[config.mk]
export PLATFORM = sky130hd
export DESIGN_NAME = dual_switch_debounce
export DESIGN_NICKNAME = d
export VERILOG_FILES = /design/src/rtl/dual_switch_debounce.sv
export SDC_FILE = /design/constraint.sdc
export NUM_CORES = 1
export LEC_CHECK = 0
export ABC_AREA = 1
export CAP_MARGIN = 30
export CORE_ASPECT_RATIO = 0.6
export CORE_UTILIZATION = 35
export DETAILED_ROUTE_END_ITERATION = 10
export PLACE_DENSITY = 0.56
export SYNTH_ARGS = -nofsm -noshare
export SYNTH_HDL_FRONTEND = slang
export SYNTH_SLANG_ARGS = --single-unit
[constraint.sdc]
create_clock -name clk -period 2.86 [get_ports clk]
set_input_delay 0.572 -clock clk [delete_from_list [all_inputs] [get_ports clk]]
set_output_delay 0.572 -clock clk [all_outputs]
set_load 0.03 [all_outputs]
[src/rtl/dual_switch_debounce.sv]
// Two-channel switch conditioner: a synchronizer chain and a debounce FSM per channel,
// with registered level/edge outputs and a shared count of accepted edges.
module dual_switch_debounce #(
  parameter int SYNC_STAGES     = 2,
  parameter int DEBOUNCE_CYCLES = 20000,
  parameter int CNT_W           = 8
) (
  input  logic             clk,
  input  logic             rst_n,
  input  logic [1:0]       sw_raw,
  output logic [1:0]       sw_level,
  output logic [1:0]       sw_rise,
  output logic [1:0]       sw_fall,
  output logic [CNT_W-1:0] evt_cnt
);

  localparam int CW = $clog2(DEBOUNCE_CYCLES + 1);
  localparam logic [CW-1:0] CNT_LAST = CW'(DEBOUNCE_CYCLES - 1);
  localparam logic [CW-1:0] CNT_ONE  = CW'(1);

  typedef enum logic [1:0] {
    ST_LO  = 2'd0,
    CHK_HI = 2'd1,
    ST_HI  = 2'd2,
    CHK_LO = 2'd3
  } state_t;

  logic [1:0] accept;

  for (genvar i = 0; i < 2; i++) begin : g_ch
    logic [SYNC_STAGES-1:0] sync_q;
    logic                   sw_s;
    state_t                 st_q;
    logic [CW-1:0]          cnt_q;
    logic                   lvl_q;
    logic                   rise_q;
    logic                   fall_q;

    always_ff @(posedge clk or negedge rst_n) begin
      if (!rst_n) begin
        sync_q <= '0;
      end else begin
        sync_q <= {sync_q[SYNC_STAGES-2:0], sw_raw[i]};
      end
    end

    assign sw_s = sync_q[SYNC_STAGES-1];

    // True on the cycle the FSM commits a new level; feeds the shared event counter.
    assign accept[i] = (cnt_q == CNT_LAST) &&
                       (((st_q == CHK_HI) && sw_s) || ((st_q == CHK_LO) && !sw_s));

    always_ff @(posedge clk or negedge rst_n) begin
      if (!rst_n) begin
        st_q   <= ST_LO;
        cnt_q  <= '0;
        lvl_q  <= 1'b0;
        rise_q <= 1'b0;
        fall_q <= 1'b0;
      end else begin
        rise_q <= 1'b0;
        fall_q <= 1'b0;
        case (st_q)
          ST_LO: begin
            if (sw_s) begin
              st_q  <= CHK_HI;
              cnt_q <= CNT_ONE;
            end else begin
              cnt_q <= '0;
            end
          end
          CHK_HI: begin
            if (!sw_s) begin
              st_q  <= ST_LO;
              cnt_q <= '0;
            end else if (cnt_q == CNT_LAST) begin
              st_q   <= ST_HI;
              cnt_q  <= '0;
              lvl_q  <= 1'b1;
              rise_q <= 1'b1;
            end else begin
              cnt_q <= cnt_q + CNT_ONE;
            end
          end
          ST_HI: begin
            if (!sw_s) begin
              st_q  <= CHK_LO;
              cnt_q <= CNT_ONE;
            end else begin
              cnt_q <= '0;
            end
          end
          CHK_LO: begin
            if (sw_s) begin
              st_q  <= ST_HI;
              cnt_q <= '0;
            end else if (cnt_q == CNT_LAST) begin
              st_q   <= ST_LO;
              cnt_q  <= '0;
              lvl_q  <= 1'b0;
              fall_q <= 1'b1;
            end else begin
              cnt_q <= cnt_q + CNT_ONE;
            end
          end
          default: begin
            st_q  <= ST_LO;
            cnt_q <= '0;
          end
        endcase
      end
    end

    assign sw_level[i] = lvl_q;
    assign sw_rise[i]  = rise_q;
    assign sw_fall[i]  = fall_q;
  end

  // Both channels may commit on the same edge, so the step is 0, 1 or 2 and wraps freely.
  always_ff @(posedge clk or negedge rst_n) begin
    if (!rst_n) begin
      evt_cnt <= '0;
    end else begin
      evt_cnt <= evt_cnt + CNT_W'(accept[0]) + CNT_W'(accept[1]);
    end
  end

endmodule

# ---- Word-level counts from Yosys, hierarchy flattened
# Index checks and enable logic that the tools add are counted.
dict set report word_totals {
  ff_bits 52
  latch_bits 0
  mem_bits_rw 0
  rom_bits 0
  input_bits 4
  out_inout_bits 14
  wordCells 105
  mem_count 0
}
dict set report op_classes {
  addsub 4
  n_mul 0
  div_mod_pow 0
  n_lt_le_gt_ge 0
  eq_ne 24
  n_shift 0
  muxes 46
  bitwise 0
  reduce_logical 18
}
# op count
set ops {}
lappend ops {{$pmux 15 s4} 2}
lappend ops {{$mux 15} 6}
lappend ops {{$add 15x1->15 const B} 2}
lappend ops {{$eq 15x15->1 const B} 2}
lappend ops {{$mux 2} 12}
lappend ops {{$mux 1} 22}
lappend ops {{$ne 2x2->1 const B} 10}
lappend ops {{$add 8x1->8} 2}
lappend ops {{$pmux 2 s4} 2}
lappend ops {{$reduce_and 5->1} 2}
lappend ops {{$eq 2x2->1 const B} 4}
lappend ops {{$reduce_and 4->1} 2}
lappend ops {{$logic_and 1x1->1} 6}
lappend ops {{$ne 3x2->1 const B} 2}
lappend ops {{$ne 3x3->1 const B} 2}
lappend ops {{$eq 2x1->1 const B} 2}
lappend ops {{$logic_not 2->1} 2}
lappend ops {{$ne 2x1->1 const B} 2}
lappend ops {{$pmux 1 s2} 2}
lappend ops {{$reduce_bool 2->1} 2}
lappend ops {{$logic_not 1->1} 2}
lappend ops {{$logic_or 1x1->1} 2}

# ---- Logic depth before layout (Yosys ltp)
dict set report depth {
  depth_word 6
  mapped_depth 12
  ltp_nobuf 12
}

# ---- Least setup slack after synthesis
# OpenSTA, ideal clock, no wires.
dict set report synth_timing {
  path_type {register -> register}
  from {register g_ch[1].cnt_q[0]}
  to {register evt_cnt[4]}
  setup_ns 0.133
  t_arrival_ns 1.935
  required_time_ns 2.727
  slack_ns 0.792
  stages_incl_launch_ff 12
  path_buffers 0
  period_less_slack_ns 2.068
  cell_sequence {dfrtp_1 > ha_1 > nand3_2 > clkinv_1 > nand3_1 > nor2_2 > nand2_1 > fa_1 > inv_1 > ha_1 > nand3_1 > xnor2_1}
}
dict set report synth_via {
  elab_chain_cells 3
}
# element line_no
set synth_lines {}
lappend synth_lines {{start: declaration} 34} ;# logic [CW-1:0] cnt_q;
lappend synth_lines {{start signal: assignment} 82} ;# cnt_q <= cnt_q + CNT_ONE;
lappend synth_lines {{start signal: assignment} 103} ;# cnt_q <= cnt_q + CNT_ONE;
lappend synth_lines {{$eq 15x15->1} 50} ;# assign accept[i] = (cnt_q == CNT_LAST) &&
lappend synth_lines {{$logic_and 1x1->1} 50}
lappend synth_lines {{$add 8x1->8} 124} ;# evt_cnt <= evt_cnt + CNT_W'(accept[0]) + CNT_W'(accept[1]);
lappend synth_lines {{end signal: assignment} 124}
lappend synth_lines {{end: declaration} 14} ;# output logic [CNT_W-1:0] evt_cnt
# Every way passes these cells.
# A chain may end at the register's enable or synchronous reset.

# ---- Worst setup path after layout
# Ends and elaborated chain as after synthesis.

==> flow_metrics.py <==
metrics = {
    "floorplan": {
        "rows": 24,
        "dieArea_um2": 8220,
        "die_y_um": 70.6,
        "initial_core_util": 0.370,
        "ios": 18,
        "core-area_um2": 7420,
        "dieWidth_um": 116,
    },
    "synthesis": {
        "yosys.area_share.xor_xnor": 0.0414,
        "synth_compound_area_frac": 0.0337,
        "synthAdderAreaFrac": 0.0209,
        "netlist_area_um2": 2750,
        "syn_nets": 339,
        "yosysWarnings": 0,
        "synth_top_family_by_area": "simple AND/OR/NAND/NOR gates",
        "seq_area_frac_synth": 0.474,
        "synth_cell_types": 32,
        "syn_avg_cell_area_um2": 8.30,
        "synth_seq_cells": 52,
        "synthCells": 331,
        "synthMuxAreaShare": 0,
        "synth-simple-area-share": 0.332,
    },
    "setup_path": {
        "critical_path_class": "reg2reg",
        "r2r_start": "g_ch[1].cnt_q[0]",
        "endpoint_kind": "register",
        "cp_data_required_time_ps": 3030,
        "cp_cell_sequence": "ha_1 > nand3_2 > clkinv_1 > nand3_1 > nor2_2 > nand2_1 > fa_1 > inv_1 > ha_1 > nand3_1 > xnor2_1",
        "critPathSlowestCell": "fa_1",
        "path_depth": 11,
        "r2r_slack_ps": 530,
        "critPathMaxFanout": 4,
        "arrival_ps": 2500,
        "rr_endpoint": "evt_cnt[4]",
        "cp_top_family": "adder cells",
        "worst-path-buf-inv": 2,
        "startpoint_type": "register",
        "r2r_cells": 11,
        "critPathMaxStageDelay_ps": 460,
    },
    "status": {
        "status": "completed",
    },
    "hold_path": {
        "hp-start": "g_ch[0].sync_q[0]",
        "holdPathStages": 0,
        "whs_endpoint": "g_ch[0].sync_q[1]",
        "min-delay-path-class": "reg2reg",
    },
    "sta": {
        "clock-skew-final_ps": 6.94,
        "relSlewSlack": 0.559,
        "hold_violations": 0,
        "final.min_clock_period_ps": 2330,
        "fmax_mhz": 429,
        "tightest_slew_ps": 662,
        "setup_slack_ps": 532,
        "fin_tns_setup_ps": 0,
        "setup_viol": 0,
        "drv_slew": 0,
        "rsz0062_at_grt": "no",
        "final.period_utilization": 0.814,
    },
    "grt": {
        "grt_pass1_wl_mm": 9.25,
        "grt_use_total": 0.145,
        "grt_max_degree": 53,
        "antenna_found_initial": 0,
        "grt_overflow_total": 0,
        "grt_pass1_vias": 1913,
    },
    "cts": {
        "cts-htree-levels": 2,
        "clock_latency_ps": 280,
        "postCtsSetupRepairBufs": 0,
        "cts_max_path_buffers": 2,
        "cts.sinks": 52,
        "clkTransAtPathRegs_ps": 60,
        "postCtsResizedCells": 0,
        "numCtsBuffers": 5,
        "cts_tree": "built",
        "root_buffer": "clkbuf_16",
        "cts_hold_buf": 0,
    },
    "cells_and_area": {
        "multi_input_area_um2": 1180,
        "fin_util": 0.420,
        "syn_to_final_growth_pct": 13.4,
        "final_common_cell": "nand2_1",
        "fillerInstances": 757,
        "drive_gt1_frac": 0.138,
        "seqCellArea_um2": 1300,
        "design_area_um2": 3120,
        "n_antenna_cell": 0,
        "final_cell_mix": "nand2_1 (63), nor2_1 (52), dfrtp_1 (52)",
        "nNetsFinal": 355,
    },
    "route": {
        "ant_nets": 0,
        "drtIter0Drc": 145,
        "routed_wl_mm": 5.23,
        "wire_per_inst_um": 11.6,
        "drc": 0,
        "via_count": 2023,
        "vias_per_cell": 4.48,
        "dr.pass1.iters": 5,
    },
    "placement": {
        "port-buffer-count": 17,
        "hpwl_mm": 3.89,
        "dpl_cell_area_um2": 2970,
        "preCtsSetupSlack_ps": 528,
        "place_congestion": 0.833,
    },
    "job": {
        "maxCapViolations": 0,
    },
    "power_and_ir_drop": {
        "p_leak_uw": 0.00135,
        "ir_drop_mv": 0.214,
        "power_density_nw_per_um2": 447,
    },
}
## flip-flops by register name (all words and copies together), names as in the netlist, named ones only
name / flops
evt_cnt: 8
g_ch.fall_q: 2
g_ch.lvl_q: 2
g_ch.cnt_q: 30
g_ch.sync_q: 4
g_ch.rise_q: 2
g_ch.st_q: 2
## how the worst max path moves through the flow
stage | to | from | slack, ps
2_1_floorplan | evt_cnt[4] | g_ch[1].cnt_q[0] | 790
3_3_place_gp | evt_cnt[4] | g_ch[1].cnt_q[0] | 670
3_5_place_dp | evt_cnt[6] | g_ch[1].cnt_q[0] | 530
4_1_cts | evt_cnt[6] | g_ch[1].cnt_q[0] | 530
5_1_grt | evt_cnt[6] | g_ch[1].cnt_q[0] | 300
6_report | evt_cnt[4] | g_ch[1].cnt_q[0] | 530
## worst reg2reg max path: cells and delay by family, from the launching register on
| family | cells | cell delay [ps] |
|---|---|---|
| xor gates and xnor gates | 1 | 130 |
| buffers and inverters | 2 | 210 |
| DFF | 1 | 390 |
| and+or+nand+nor | 5 | 590 |
| adders and majority gates | 3 | 890 |
## cell families (layout without fill, tap and decap cells)
family          count (synthesis)  after routing
fa+ha+maj                       4              4
compound gates                 17             17
simple gates                  186            186
xor+xnor                       13             13
buf+inv                        59             76
flops                          52             52
## area by class of cell
cell class                      count  share of cell area
Inverter                           50              0.0602
Sequential cell                    52               0.418
Multi-Input combinational cell    220               0.378
Timing Repair Buffer               18              0.0554
Tap cell                          104              0.0418
Clock buffer                        8              0.0470
## Yosys cell counts (all sizes together)
cell    count  area (um2)
nand4       2        12.5
xnor2       5        43.8
o21bai      1        7.51
a31oi       1        6.26
o21ai      11        58.8
fa          1        20.0
nor3b       1        7.51
nor3       12        87.6
inv        49         184
nand3      29         180
xor2        8        70.1
a21oi       4        20.0
dfrtp      52        1300
buf         9        81.3
nor2       71         334
clkinv      1        3.75
nand2      70         285
ha          3        37.5
and3        1        6.26
## power by group
part           internal (uW)  switching (uW)
logic                   13.0            34.4
clock network            349             244
registers                744            8.39
## metrics by stage
| stage | total power [uW] | hold slack, ps | cells |
|---|---|---|---|
| global placement | 815 | 332 | 444 |
| finish | 1390 | 357 | 452 |
| CTS | 1420 | 362 | 452 |
| detailed placement | 815 | 346 | 444 |
| floorplan | 793 | 276 | 331 |
| global route | 1460 | 371 | 452 |
## per-layer routing
layer | up-vias | track usage | part of all wire
met4 | 0 | 0.0427 | 0.0065
li1 | 1049 | - | -
met3 | 2 | 0.0334 | 0.052
met2 | 47 | 0.176 | 0.36
met1 | 925 | 0.241 | 0.59
met5 | - | 0 | 0
No activity file was read; power rests on OpenSTA's default activity.
